===== src/rtl/shift_arb_pkg.sv =====
// Shared types and constants for the shift arbiter slice: op encodings,
// datapath widths and the response-stage state type.
package shift_arb_pkg;

  localparam int unsigned SFT_W   = 32;
  localparam int unsigned SFT_SHW = 5;

  typedef logic [1:0] sft_op_t;

  localparam sft_op_t SFT_SLL = 2'b00;
  localparam sft_op_t SFT_SRL = 2'b01;
  localparam sft_op_t SFT_SRA = 2'b10;

  typedef enum logic {
    RSP_EMPTY = 1'b0,
    RSP_FULL  = 1'b1
  } rsp_state_e;

  function automatic logic [SFT_W-1:0] bit_rev(input logic [SFT_W-1:0] v);
    for (int unsigned i = 0; i < SFT_W; i++) bit_rev[i] = v[SFT_W-1-i];
  endfunction

endpackage


===== src/rtl/shift_core.sv =====
// Combinational 32-bit logarithmic shifter (16/8/4/2/1 stages).
// Op 11 behaves as SRA.
module shift_core
  import shift_arb_pkg::*;
(
  output logic [SFT_W-1:0]   y,
  input  logic [SFT_W-1:0]   a,
  input  logic [SFT_SHW-1:0] shamt,
  input  sft_op_t            op
);

  logic             left;
  logic             fill;
  logic [SFT_W-1:0] stage [0:SFT_SHW];

  // Left shifts reuse the right-shift stages on the bit-reversed operand.
  always_comb begin
    left     = (op == SFT_SLL);
    fill     = op[1] & a[SFT_W-1];
    stage[0] = left ? bit_rev(a) : a;
    for (int unsigned i = 0; i < SFT_SHW; i++) begin
      int unsigned      k;
      logic [SFT_W-1:0] mask;
      k    = (SFT_W / 2) >> i;
      mask = fill ? ~({SFT_W{1'b1}} >> k) : '0;
      stage[i+1] = shamt[SFT_SHW-1-i] ? ((stage[i] >> k) | mask) : stage[i];
    end
    y = left ? bit_rev(stage[SFT_SHW]) : stage[SFT_SHW];
  end

endmodule


===== src/rtl/shift_arbiter.sv =====
// Round-robin sharing of one barrel shifter between NREQ requesters with a
// one-entry registered response stage. Optional op_cnt under SHIFT_ARB_CNT_EN.
module shift_arbiter
  import shift_arb_pkg::*;
#(
  parameter int unsigned NREQ = 2,
  parameter int unsigned IDW  = $clog2(NREQ)
) (
  input  logic                 clk,
  input  logic                 rst_n,
  input  logic [NREQ-1:0]      req_valid,
  output logic [NREQ-1:0]      req_ready,
  input  logic [NREQ*32-1:0]   req_a,
  input  logic [NREQ*5-1:0]    req_shamt,
  input  logic [NREQ*2-1:0]    req_op,
  output logic                 rsp_valid,
  input  logic                 rsp_ready,
  output logic [31:0]          rsp_y,
  output logic [IDW-1:0]       rsp_id
`ifdef SHIFT_ARB_CNT_EN
  ,
  output logic [31:0]          op_cnt
`endif
);

  rsp_state_e           state_q, state_d;
  logic [IDW-1:0]       rr_ptr_q;
  logic [IDW-1:0]       win;
  logic [IDW-1:0]       nxt_ptr;
  logic                 found;
  logic                 can_accept;
  logic                 accept;
  logic [SFT_W-1:0]     sel_a;
  logic [SFT_SHW-1:0]   sel_shamt;
  sft_op_t              sel_op;
  logic [SFT_W-1:0]     sft_y;

  assign can_accept = (state_q == RSP_EMPTY) || rsp_ready;
  assign accept     = found && can_accept;
  assign nxt_ptr    = (win == IDW'(NREQ - 1)) ? '0 : win + 1'b1;

  // First valid requester at or after rr_ptr wins; its payload feeds the shifter.
  always_comb begin
    found     = 1'b0;
    win       = '0;
    sel_a     = '0;
    sel_shamt = '0;
    sel_op    = SFT_SLL;
    for (int unsigned k = 0; k < NREQ; k++) begin
      int unsigned j;
      j = (32'(rr_ptr_q) + k) % NREQ;
      if (!found && req_valid[j]) begin
        found     = 1'b1;
        win       = IDW'(j);
        sel_a     = req_a[SFT_W*j +: SFT_W];
        sel_shamt = req_shamt[SFT_SHW*j +: SFT_SHW];
        sel_op    = req_op[2*j +: 2];
      end
    end
  end

  always_comb begin
    req_ready = '0;
    if (accept) req_ready[win] = 1'b1;
  end

  shift_core u_core (
    .y     (sft_y),
    .a     (sel_a),
    .shamt (sel_shamt),
    .op    (sel_op)
  );

  always_ff @(posedge clk or negedge rst_n) begin
    if (!rst_n) state_q <= RSP_EMPTY;
    else        state_q <= state_d;
  end

  always_comb begin
    state_d = state_q;
    if (accept)                                  state_d = RSP_FULL;
    else if (state_q == RSP_FULL && rsp_ready)   state_d = RSP_EMPTY;
  end

  always_comb begin
    rsp_valid = (state_q == RSP_FULL);
  end

  always_ff @(posedge clk or negedge rst_n) begin
    if (!rst_n) begin
      rsp_y    <= '0;
      rsp_id   <= '0;
      rr_ptr_q <= '0;
    end else if (accept) begin
      rsp_y    <= sft_y;
      rsp_id   <= win;
      rr_ptr_q <= nxt_ptr;
    end
  end

`ifdef SHIFT_ARB_CNT_EN
  always_ff @(posedge clk or negedge rst_n) begin
    if (!rst_n)                     op_cnt <= '0;
    else if (rsp_valid && rsp_ready) op_cnt <= op_cnt + 32'd1;
  end
`endif

endmodule


===== config.mk =====
export PLATFORM = sky130hd
export DESIGN_NAME = shift_arbiter
export DESIGN_NICKNAME = d
export VERILOG_FILES = /design/src/rtl/shift_arb_pkg.sv /design/src/rtl/shift_core.sv /design/src/rtl/shift_arbiter.sv
export SDC_FILE = /design/constraint.sdc
export NUM_CORES = 1
export LEC_CHECK = 0
export BUFFER_PORTS_ARGS = -buffer_cell sky130_fd_sc_hd__buf_2
export CORE_MARGIN = 5
export CORE_UTILIZATION = 45
export CTS_CLUSTER_SIZE = 16
export DETAILED_ROUTE_END_ITERATION = 10
export PLACE_DENSITY = 0.79
export SYNTH_ARGS = -nofsm -noshare
export SYNTH_HDL_FRONTEND = slang
export SYNTH_HIERARCHICAL = 1
export SYNTH_SLANG_ARGS = --single-unit

===== constraint.sdc =====
create_clock -name clk -period 4.35 [get_ports clk]
set_clock_uncertainty 0.05 [all_clocks]
set_input_delay 0.2175 -clock clk [delete_from_list [all_inputs] [get_ports clk]]
set_output_delay 0.2175 -clock clk [all_outputs]
set_load 0.005 [all_outputs]

# == After elaboration in Yosys (flattened, before gate mapping) ==
# Cells that the tools add are included.
# op_classes
addsub,2
shift,6
multipliers,2
reduce_logical,8
n_lt_le_gt_ge,4
bitwise_logic,7
n_mux,32
# ops
op,n
32-bit two-way mux,14
64-bit by 7-bit indexed part select with 32-bit output,2
16-bit by 32-bit bitwise OR with 32-bit output,1
24-bit by 32-bit bitwise OR with 32-bit output,1
28-bit by 32-bit bitwise OR with 32-bit output,1
30-bit by 32-bit bitwise OR with 32-bit output,1
31-bit by 32-bit bitwise OR with 32-bit output,1
10-bit by 5-bit indexed part select with 5-bit output,2
1-bit two-way mux,12
5-bit two-way mux,2
3-bit by 1-bit multiplier with 4-bit output (first input constant),2
4-bit by 3-bit indexed part select with 2-bit output,2
1-bit by 2-bit less-than comparator with 1-bit output (second input constant),3
2-bit two-way mux,3
1-bit logical AND,4
1-bit adder (second input constant),2
2-bit logical NOT,1
2-bit nonzero test,1
1-bit bitwise AND,1
1-bit demux with 1-bit select,1
1-bit greater-or-equal comparator (second input constant),1
1-bit logical NOT,1
1-bit logical OR,1
1-bit NOT,1
# totals
word_cells,65
output_inout_bits,36
input_bits,83
reg_bits,35

# == Depth between registers and ports, before layout ==
# Gate-level depths: netlist (run 1).
# depth
word_depth,19
depth_mapped,15
depth_no_buf,11

# == By module ==
# Netlist (run 1), hierarchy kept.
# modules_own_cells
mod,area_each_um2,n_inst,cells_each,seq_area_each_um2
shift_core,3168.0,1,414,0.0
shift_arbiter,1855.5,1,130,875.8

# == Worst setup path after synthesis (run 1) ==
# Ideal clock, no wire load.
# synth_timing
kind,register -> register
startpoint,reg rr_ptr_q
endpoint,reg rsp_y[24]
n_path_buf,2
path_stages_with_launch,13
setup_slack_ns,1.002
period_less_slack_ns,3.348
required_ns,4.175
setup_time_ns,0.125
arrival_ns,3.173
cell_sequence,dfrtp_1 inv_1 a21boi_2 buf_2 a22o_1 or2_1 buf_6 mux4_2 a22o_1 a211o_1 mux2_2 mux4_2 mux2_4
# synth_via
elab_chain_cells,19
word_cells_on_any_way,40
cone_classes,add/sub: 1; mul: 2; shift: 6; mux: 21; bitwise: 6; reduce/logical: 4
# synth_lines
item,line_no,text
from (decl),shift_arbiter.sv:27,logic [IDW-1:0] rr_ptr_q;
from (signal assigned),shift_arbiter.sv:97,rr_ptr_q <= nxt_ptr;
1-bit two-way mux (implied by the code) (2 in series),shift_arbiter.sv:52,if (!found && req_valid[j]) begin
1-bit two-way mux,shift_arbiter.sv:52,
1-bit logical NOT,shift_arbiter.sv:52,
1-bit logical AND,shift_arbiter.sv:52,
2-bit two-way mux *,shift_arbiter.sv:52,
named net sel_op[1],shift_arbiter.sv:35,sft_op_t sel_op;
1-bit bitwise AND,shift_core.sv:19,fill = op[1] & a[SFT_W-1];
32-bit two-way mux,shift_core.sv:25,mask = fill ? ~({SFT_W{1'b1}} >> k) : '0;
[... 4 more ...],n/a,
28-bit by 32-bit bitwise OR with 32-bit output,shift_core.sv:26,stage[i+1] = shamt[SFT_SHW-1-i] ? ((stage[i] >> k) | mask) : stage[i];
32-bit two-way mux,shift_core.sv:26,
30-bit by 32-bit bitwise OR with 32-bit output,shift_core.sv:26,
32-bit two-way mux,shift_core.sv:26,
31-bit by 32-bit bitwise OR with 32-bit output,shift_core.sv:26,
32-bit two-way mux,shift_core.sv:26,
32-bit two-way mux *,shift_core.sv:28,y = left ? bit_rev(stage[SFT_SHW]) : stage[SFT_SHW];
named net sft_y[24],shift_arbiter.sv:36,logic [SFT_W-1:0] sft_y;
to (signal assigned),shift_arbiter.sv:95,rsp_y <= sft_y;
to (decl),shift_arbiter.sv:18,"output logic [31:0] rsp_y,"
# Mark *: on every way through the listed nets, which the timed path passes. The rest lies on a longest branch. The select of a mux whose other input is x is not followed.
# A chain may end at the register's enable or synchronous reset.

# == Worst setup path in the final report (run 1) ==
# layout_timing
startpoint,reg rr_ptr_q
endpoint,reg rsp_y[17]
# layout_via
word_cells_on_any_way,40
cone_classes,add/sub: 1; mul: 2; shift: 6; mux: 21; bitwise: 6; reduce/logical: 4
# layout_lines
item,line_no,text
"parallel branches: the longest is 5 deep, another holds 3-bit by 1-bit multiplier with 4-bit output",n/a,
5-bit two-way mux *,shift_arbiter.sv:52,
named net sel_shamt[4],shift_arbiter.sv:34,logic [SFT_SHW-1:0] sel_shamt;
32-bit two-way mux *,shift_core.sv:26,
24-bit by 32-bit bitwise OR with 32-bit output,shift_core.sv:26,
32-bit two-way mux *,shift_core.sv:26,
28-bit by 32-bit bitwise OR with 32-bit output,shift_core.sv:26,
32-bit two-way mux *,shift_core.sv:26,
30-bit by 32-bit bitwise OR with 32-bit output,shift_core.sv:26,
32-bit two-way mux *,shift_core.sv:26,
31-bit by 32-bit bitwise OR with 32-bit output,shift_core.sv:26,
32-bit two-way mux *,shift_core.sv:26,
32-bit two-way mux *,shift_core.sv:28,
named net sft_y[17],shift_arbiter.sv:36,
# Mark *: on every way through the listed nets, which the timed path passes. The select of a mux whose other input is x is not followed.

==> flow_summary.json, run 1 <==
{
  "synth_cell_type_count": 54,
  "drive_above_1_share": 0.398,
  "slew_headroom": 0.283,
  "yosysWarningCount": 6,
  "syn_area_um2": 5020,
  "grt_max_degree": 44,
  "grt_pass1_vias": 5110,
  "ir_worst_vdd_mv": 0.223,
  "grt_usage": 0.260,
  "initial_core_util": 0.461,
  "area_growth_pct": 15.5,
  "h-tree-depth": 2,
  "yosysSeqAreaShare": 0.174,
  "drt_pass1_iterations": 7,
  "avgViaCountPerCell": 6.66,
  "final_area_um2": 5800,
  "row_count": 38,
  "die_y_um": 116,
  "drt-initial-drc-count": 621,
  "max_freq_mhz": 249,
  "static-leakage-power_uw": 0.00261,
  "clock_latency_ns": 0.29,
  "slew_viol_final": 0,
  "wire_per_inst_um": 22.6,
  "worstSetupStartpointType": "flop",
  "syn-mean-instance-area_um2": 9.23,
  "cp.required_ns": 4.48,
  "grt_antenna_before_repair": 0,
  "cts_buffer_depth": 2,
  "rsz0062_at_grt": "no",
  "synth_cells": 544,
  "drtAntennaViolNets": 0,
  "core_area_um2": 10900,
  "dpl.cell_count": 764,
  "cts_made_buffers": 5,
  "grt_first_pass_wirelength_mm": 27.7,
  "cap_violations": 0,
  "setup-tns-final_ns": 0,
  "place_area_um2": 5680,
  "io_pins": 119,
  "cts_tree": "built",
  "root_buffer": "clkbuf_8",
  "finalSetupViolations": 0,
  "layout_commonest_cell": "buf_2",
  "min_period_over_period": 0.924,
  "endpoint_kind": "flop",
  "drcViolationCount": 0,
  "synth_edf_count": 0,
  "fin_cells": 773,
  "crit_fanout": 19,
  "die-area_um2": 13400,
  "arrival_ns": 4.14,
  "fill_cells": 1022,
  "num_vias": 5152,
  "min_period_ns": 4.02,
  "p_per_area_nw_per_um2": 430,
  "path_class": "flop to flop",
  "port_buffers": 118,
  "final_cell_mix": "buf_2 (118), mux2i_1 (55), mux2_2 (41), a22o_1 (40), nand2_1 (36)",
  "drt-total-wl_mm": 17.5,
  "clkSlewWorstSetupHoldPaths_ns": 0.07,
  "ys_ff_latch": 35,
  "regArea_um2": 876,
  "place.detailed.hpwl_mm": 13.3,
  "async_flop_share": 1.00,
  "worstMarginPinSlew_ns": 1.08,
  "outcome": "finished, final reports clean",
  "synthesis.nets": 627,
  "place_congestion": 1.01,
  "clock_sinks": 35,
  "fin_nets": 715,
  "hold_class": "input pin to flop",
  "multi_input_area_um2": 3860,
  "die_x_um": 116,
  "synth_flop_cell": "dfrtp_1",
  "grt-ovfl-total": 0,
  "finalHoldViolCount": 0,
  "antenna_cells": 0
}
-- through the flow --
step,power [uW],setup WS (ns),utilization,hold WS (ns)
global route,2660,0.0836,0.533,0.163
detailed placement,2170,0.308,0.522,0.307
finish,2500,0.332,0.533,0.159
floorplan,1680,1.00,-,-0.128
global placement,2140,0.395,0.522,0.266
CTS,2490,0.289,0.533,0.147
-- layer usage --
layer / track usage / wire length, um / up-vias
met5: 0 / 0 / -
met4: 0.0735 / 475 / 0
met3: 0.0433 / 1490 / 32
met2: 0.431 / 8460 / 289
met1: 0.350 / 7070 / 2495
li1: - / - / 2336
-- flip-flops by register name (all words and copies together), names as in the netlist --
register,cells
rsp_y,32
rsp_valid,1
rsp_id,1
rr_ptr_q,1
-- cells in the mapped netlist, types with 3 or more instances --
cell type	number	area share
dfrtp_1	35	0.17
o221ai_1	7	0.012
nor2b_1	4	0.0050
a22oi_1	6	0.0090
and2_1	6	0.0075
a22o_1	42	0.073
mux4_2	18	0.081
a221o_1	12	0.024
nor2_1	36	0.027
nor4b_1	12	0.021
a31oi_1	3	0.0037
nand3_1	6	0.0060
inv_1	4	0.0030
o22a_1	3	0.0052
o211ai_1	6	0.0090
o32ai_1	3	0.0052
mux2_4	30	0.090
o31a_1	3	0.0052
mux2_2	41	0.092
nor3b_1	3	0.0045
o21ai_0	14	0.014
nand2_1	36	0.027
mux2i_1	55	0.11
o22ai_1	20	0.025
a211oi_1	8	0.012
clkbuf_1	33	0.025
a211o_1	5	0.0087
nor3_1	4	0.0040
a221oi_1	5	0.0087
a21oi_1	25	0.025
nand2b_1	4	0.0050
buf_1	5	0.0037
buf_6	4	0.0090
or4b_2	3	0.0060
buf_2	16	0.016
-- repair_timing --
action / CTS / global route
buffers inserted: 0 / 0
endpoints found under the setup margin: 0 / 6
resized for setup: 0 / 1
hold buffers: 1 / 0
endpoints found under the hold margin: 35 / 0
-- kinds of logic (layout without fill, tap and decap cells) --
logic type / Yosys count / count (layout) / share of synthesized area
AOI/OAI and AO/OA: 182 / 182 / 0.275
buffers and inverters: 65 / 154 / 0.0593
DFF: 35 / 35 / 0.174
muxes: 144 / 144 / 0.372
and+or+nand+nor: 118 / 118 / 0.119
-- power by group --
group | total [uW] | switching (uW) | internal (uW)
sequential | 548 | 80.7 | 467
combinational | 1640 | 846 | 799
clock | 304 | 133 | 171
-- final timing paths --
kind | slack, ns | startpoint | depth (start not counted) | end
max | 0.33 | rr_ptr_q | 12 | rsp_y[17]
min | 0.16 | req_valid[1] | 2 | rr_ptr_q
max reg2reg | 0.33 | rr_ptr_q | 12 | rsp_y[17]
min reg2reg | 0.46 | rsp_id | 2 | rsp_id
max in group asynchronous | 3.25 | rst_n | 2 | rr_ptr_q
min in group asynchronous | 0.49 | rst_n | 2 | rsp_y[4]
-- final cells by class --
cell class,count,share of cell area
Multi-Input combinational cell,444,0.665
Sequential cell,35,0.151
Timing Repair Buffer,140,0.131
Tap cell,140,0.0302
Clock buffer,5,0.0119
Clock inverter,3,0.00754
Inverter,6,0.00388
-- worst max-delay path: stages (launching register included) --
cell,delay [ns]
dfrtp_1,0.40
inv_1,0.07
a21boi_2,0.42
a22o_2,0.54
buf_4,0.27
mux2_2,0.34
a222oi_1,0.40
mux2_2,0.26
mux2i_1,0.17
mux4_2,0.51
nand2_1,0.08
o21ai_0,0.10
mux2_4,0.29
Note: power is estimated with default switching activity, not from simulation.
==> inputs of run 2 (changes only) <==
--- a/config.mk
+++ b/config.mk
@@ -5,8 +5,8 @@
 export SDC_FILE = /design/constraint.sdc
 export NUM_CORES = 1
 export LEC_CHECK = 0
+export ABC_AREA = 0
 export BUFFER_PORTS_ARGS = -buffer_cell sky130_fd_sc_hd__buf_2
-export CORE_MARGIN = 5
 export CORE_UTILIZATION = 45
 export CTS_CLUSTER_SIZE = 16
 export DETAILED_ROUTE_END_ITERATION = 10
==> run 2 against run 1 <==
Compared with the run above: worst hold slack got worse by 0.023 ns; largest power group unchanged; flip-flop and latch count stayed put; global-route usage up 4.8 points; wire length decreased by 1.2%; via count is 1.3% lower; critical path type unchanged; maximum frequency decreased by 0.22%; cell count up 0.78%; non-clock buffer count grew 6; highest routed layer unchanged; first-iteration DRC count shrank 20%.
==> flow_summary.json, run 2 (synthesis gave the netlist of run 1 again) <==
{
  "ff2ff_path_depth": 13,
  "drt-total-wl_mm": 17.3,
  "min_path_cells": 2,
  "h-tree-depth": 2,
  "io_pins": 119,
  "drcViolationCount": 0,
  "path_class": "flop to flop",
  "grt_first_pass_wirelength_mm": 27.4,
  "drt-initial-drc-count": 494,
  "timing.rr.start": "rr_ptr_q",
  "cp.required_ns": 4.55,
  "die_x_um": 108,
  "post-cts-setup-buffer-count": 0,
  "r2r-end": "rsp_y[8]",
  "min_period_ns": 4.03,
  "clock_latency_ns": 0.30,
  "fin_nets": 721,
  "top_register": "rsp_y",
  "area_growth_pct": 16.4,
  "cts_made_buffers": 5,
  "drive_above_1_share": 0.401,
  "slew_viol_final": 0,
  "slowest_stage": "a22o_1",
  "drt_pass1_iterations": 6,
  "grt_usage": 0.308,
  "ir_worst_vdd_mv": 0.201,
  "hold_class": "input pin to flop",
  "wire_per_inst_um": 22.2,
  "slowest_delay_ns": 0.77,
  "worstHoldEndpoint": "rr_ptr_q",
  "cts_buffer_depth": 2,
  "outcome": "finished, final reports clean",
  "layout_commonest_cell": "buf_2",
  "largest_reg_flops": 32,
  "setup-tns-final_ns": 0,
  "initial_core_util": 0.463,
  "place_congestion": 0.971,
  "postLayoutCoreUtil": 0.539,
  "finalSetupViolations": 0,
  "row_count": 38,
  "place.detailed.hpwl_mm": 13.2,
  "critical_path.top_delay_family": "compound AO/OA/AOI/OAI gates",
  "root_buffer": "clkbuf_8",
  "clock_sinks": 35,
  "avgViaCountPerCell": 6.53,
  "arrival_ns": 4.23,
  "final_cell_mix": "buf_2 (118), mux2i_1 (55), a22o_1 (42), mux2_2 (41), nand2_1 (36)",
  "die_y_um": 108,
  "grt_max_degree": 44,
  "drtAntennaViolNets": 0,
  "cts_tree": "built",
  "worstSetupStartpointType": "flop",
  "holdCritStartpoint": "req_valid[1]",
  "cp_cell_sequence": "inv_1 -> a21boi_2 -> buf_4 -> buf_4 -> a22o_1 -> mux2i_1 -> o221ai_1 -> mux2i_1 -> mux4_2 -> mux2i_1 -> nor2_1 -> a21oi_1 -> mux2_4",
  "crit_top_cell": "mux2i_1",
  "worstMarginPinSlew_ns": 1.13,
  "p_per_area_nw_per_um2": 428,
  "antenna_cells": 0,
  "crit_fanout": 24,
  "port_buffers": 118,
  "finalHoldViolCount": 0,
  "core_area_um2": 10800,
  "cap_violations": 0,
  "endpoint_kind": "flop",
  "path_depth": 13,
  "grt_antenna_before_repair": 0,
  "grt-ovfl-total": 0,
  "clkSlewWorstSetupHoldPaths_ns": 0.08,
  "rsz0062_at_grt": "no",
  "reg2reg_slack_ns": 0.32,
  "die-area_um2": 11600,
  "num_vias": 5086,
  "grt_pass1_vias": 5054,
  "fill_cells": 999,
  "max_freq_mhz": 248,
  "min_period_over_period": 0.926,
  "static-leakage-power_uw": 0.00264,
  "slew_headroom": 0.244,
  "worst-path-buf-inv": 3
}
## run 2: cell count changes in the layout (fill, tap and decap cells not counted)
cell	before	now
a22o_2	2	0
a22o_1	40	42
buf_4	21	27
## run 2: worst max path at each step
| stage | slack, ns | start | endpoint |
|---|---|---|---|
| 4_1_cts | 0.41 | rr_ptr_q | rsp_y[11] |
| 3_3_place_gp | 0.41 | rr_ptr_q | rsp_y[23] |
| 6_report | 0.32 | rr_ptr_q | rsp_y[8] |
| 2_1_floorplan | 1.00 | rr_ptr_q | rsp_y[24] |
| 3_5_place_dp | 0.41 | rr_ptr_q | rsp_y[22] |
| 5_1_grt | 0.02 | rr_ptr_q | rsp_y[8] |
## run 2: layout make-up
type                    instances  area (um2)  area share
flip-flops and latches         35         876       0.150
multi-input cells             444        3860       0.660
inverters                       6        22.5     0.00385
clock buffers                   5        68.8      0.0118
clock inverters                 3        43.8     0.00749
repair buffers                146         803       0.137
well taps                     140         175      0.0300
## run 2: per-layer routing
| layer | up-vias | GRT usage | wire length [um] |
|---|---|---|---|
| met2 | 237 | 0.505 | 8210 |
| met4 | 0 | 0.0930 | 427 |
| met1 | 2464 | 0.410 | 7330 |
| met5 | - | 0 | 0 |
| li1 | 2348 | - | - |
| met3 | 37 | 0.0527 | 1320 |
## run 2: stage by stage
stage	hold WS, ns	setup WS (ns)	power (uW)	std cells	instance area [um2]
after floorplan	-0.128	1.00	1680	544	5020
after global placement	0.274	0.410	2140	770	5720
after detailed placement	0.315	0.414	2180	770	5720
after CTS	0.130	0.410	2500	779	5850
after global routing	0.159	0.0214	2680	779	5850
final	0.136	0.323	2500	779	5850
## run 2: worst register-to-register path, cell delays in order, from the launching register on
cell and delay [ns]:
dfrtp_1 0.41, inv_1 0.07, a21boi_2 0.13, buf_4 0.22
buf_4 0.28, a22o_1 0.77, mux2i_1 0.18, o221ai_1 0.53
mux2i_1 0.24, mux4_2 0.54, mux2i_1 0.20, nor2_1 0.06
a21oi_1 0.13, mux2_4 0.16
## run 2: report_power, final
group	switching, uW	internal [uW]	total (uW)	leakage, uW
Sequential	83.6	467	551	0.000429
Combinational	835	808	1640	0.00215
Clock	135	171	306	0.0000581
## run 2: what timing repair did
action	in CTS	in global routing
resized for setup	0	0
hold endpoints to repair	35	0
hold buffers	1	0
==> inputs of run 3 (changes only) <==
==> constraint.sdc (replaced) <==
create_clock -name clk -period 4.35 [get_ports clk]
set_clock_uncertainty 0.05 [all_clocks]
set_input_delay 0.87 -clock clk [delete_from_list [all_inputs] [get_ports clk]]
set_output_delay 0.87 -clock clk [all_outputs]
set_load 0.005 [all_outputs]
==> run 3 against run 2 <==
Compared with the run above: register-to-register slack improved by 0.33 ns; global-route usage increased by 1.4 points; critical endpoint is now rsp_y[7]; die area did not move; sequential power hardly changed; flip-flop and latch count stayed put; wire length grew 4.9%; final area rose by 5.1%; clock power decreased by 2%; non-clock buffer count grew 37; first-iteration DRC count shrank 15%.
==> flow_summary.json, run 3 (synthesis gave the netlist of run 1 again) <==
{
  "outcome": "finished, final reports clean",
  "die_x_um": 108,
  "dpl.cell_count": 808,
  "static-leakage-power_uw": 0.00283,
  "cts_resized": 0,
  "min_period_over_period": 0.925,
  "wire_per_inst_um": 22.2,
  "cts-hold-fix-buffers": 0,
  "grt_first_pass_wirelength_mm": 28.6,
  "initial_core_util": 0.463,
  "setup-tns-final_ns": 0,
  "cp_cell_sequence": "buf_2 -> a21boi_2 -> a22o_1 -> or2_1 -> mux4_2 -> a22o_1 -> a211o_1 -> mux2_2 -> mux4_2 -> mux2_4",
  "area_growth_pct": 22.4,
  "row_count": 38,
  "drt-met1-wl_mm": 7.60,
  "finalSetupViolations": 0,
  "drtAntennaViolNets": 0,
  "pre_cts_ws_ns": 0.0189,
  "top_layer": "met4",
  "cts_made_buffers": 5,
  "grt_max_degree": 44,
  "endpoint_kind": "flop",
  "place.detailed.hpwl_mm": 14.0,
  "cts_buffer_depth": 2,
  "p_per_area_nw_per_um2": 425,
  "clock_latency_ns": 0.29,
  "finalHoldViolCount": 0,
  "port_buffers": 118,
  "arrival_ns": 4.15,
  "grt_antenna_before_repair": 0,
  "worstSetupStartpointType": "input pin",
  "clock_sinks": 35,
  "die-area_um2": 11600,
  "worstMarginPinSlew_ns": 1.07,
  "min_period_ns": 4.02,
  "final_area_um2": 6150,
  "fin_nets": 758,
  "layout_commonest_cell": "buf_2",
  "place_congestion": 0.976,
  "drt-total-wl_mm": 18.1,
  "die_y_um": 108,
  "drive_above_1_share": 0.435,
  "met2_length_mm": 8.52,
  "fill_cells": 989,
  "num_vias": 5348,
  "final_cell_mix": "buf_2 (118), buf_4 (63), mux2i_1 (55), a22o_1 (42), mux2_2 (41)",
  "max_freq_mhz": 248,
  "root_buffer": "clkbuf_8",
  "place_area_um2": 6030,
  "cp.required_ns": 4.48,
  "grt_pass1_vias": 5214,
  "fin_ws_ns": 0.325,
  "hold_class": "flop to flop",
  "avgViaCountPerCell": 6.55,
  "post-cts-setup-buffer-count": 0,
  "slew_viol_final": 0,
  "slowest_delay_ns": 0.61,
  "io_pins": 119,
  "rsz0062_at_grt": "no",
  "cap_violations": 0,
  "h-tree-depth": 2,
  "slowest_stage": "mux4_2",
  "clkSlewWorstSetupHoldPaths_ns": 0.08,
  "drt_pass1_iterations": 5,
  "grt-ovfl-total": 0,
  "postLayoutCoreUtil": 0.567,
  "core_area_um2": 10800,
  "grt_usage": 0.321,
  "drt-initial-drc-count": 420,
  "crit_fanout": 8,
  "cts_tree": "built",
  "wl_met3_mm": 1.41,
  "path_class": "input pin to flop",
  "ir_worst_vdd_mv": 0.214,
  "largest_reg_flops": 32,
  "drcViolationCount": 0,
  "critical_path.top_delay_family": "multiplexers",
  "top_register": "rsp_y",
  "fin_cells": 816,
  "slew_headroom": 0.285,
  "antenna_cells": 0,
  "worst-path-buf-inv": 1
}
run 3: cell count changes in the layout (fill, tap and decap cells not counted):
| cell | previous run | this run |
|---|---|---|
| buf_4 | 27 | 63 |
| dlygate4sd3_1 | 1 | 0 |
| buf_12 | 0 | 2 |
run 3: worst paths after layout:
path                            depth (start not counted)         to    startpoint  slack, ns
worst max-delay path                                   10   rsp_y[7]  req_valid[0]       0.33
worst min-delay path                                    1  rsp_y[13]     rsp_y[13]       0.46
worst max register to register                          9   rsp_y[7]      rr_ptr_q       0.65
worst min register to register                          1  rsp_y[13]     rsp_y[13]       0.46
max in group asynchronous                               1  rsp_y[15]         rst_n       3.14
min in group asynchronous                               1   rsp_y[3]         rst_n       0.61
run 3: worst register-to-register path, stage by stage, from the launching register on:
cell and delay [ns]:
dfrtp_1 0.42, a21boi_2 0.28, a22o_1 0.28, or2_1 0.43
mux4_2 0.61, a22o_1 0.23, a211o_1 0.27, mux2_2 0.31
mux4_2 0.46, mux2_4 0.26
run 3: cell type report:
cell class / count / area (um2) / area share
well taps: 140 / 175 / 0.0285
clock inverters: 3 / 43.8 / 0.00712
flip-flops and latches: 35 / 876 / 0.142
inverters: 6 / 22.5 / 0.00366
multi-input cells: 444 / 3860 / 0.628
clock buffers: 5 / 68.8 / 0.0112
repair buffers: 183 / 1100 / 0.180
run 3: power breakdown:
part           internal, uW  total, uW  switching, uW
Clock                   171        300            129
Sequential              467        548           81.0
Combinational           890       1760            872
run 3: per-layer routing:
metal / global-route usage / vias up
met5: 0 / -
met4: 0.117 / 0
met3: 0.0569 / 49
met2: 0.521 / 271
met1: 0.425 / 2601
li1: - / 2427
run 3: stage by stage:
stage / power (uW) / hold slack [ns]
after floorplan: 1680 / 0.436
after global placement: 2250 / 0.438
after detailed placement: 2290 / 0.443
after CTS: 2600 / 0.458
after global routing: 2780 / 0.474
final: 2610 / 0.458
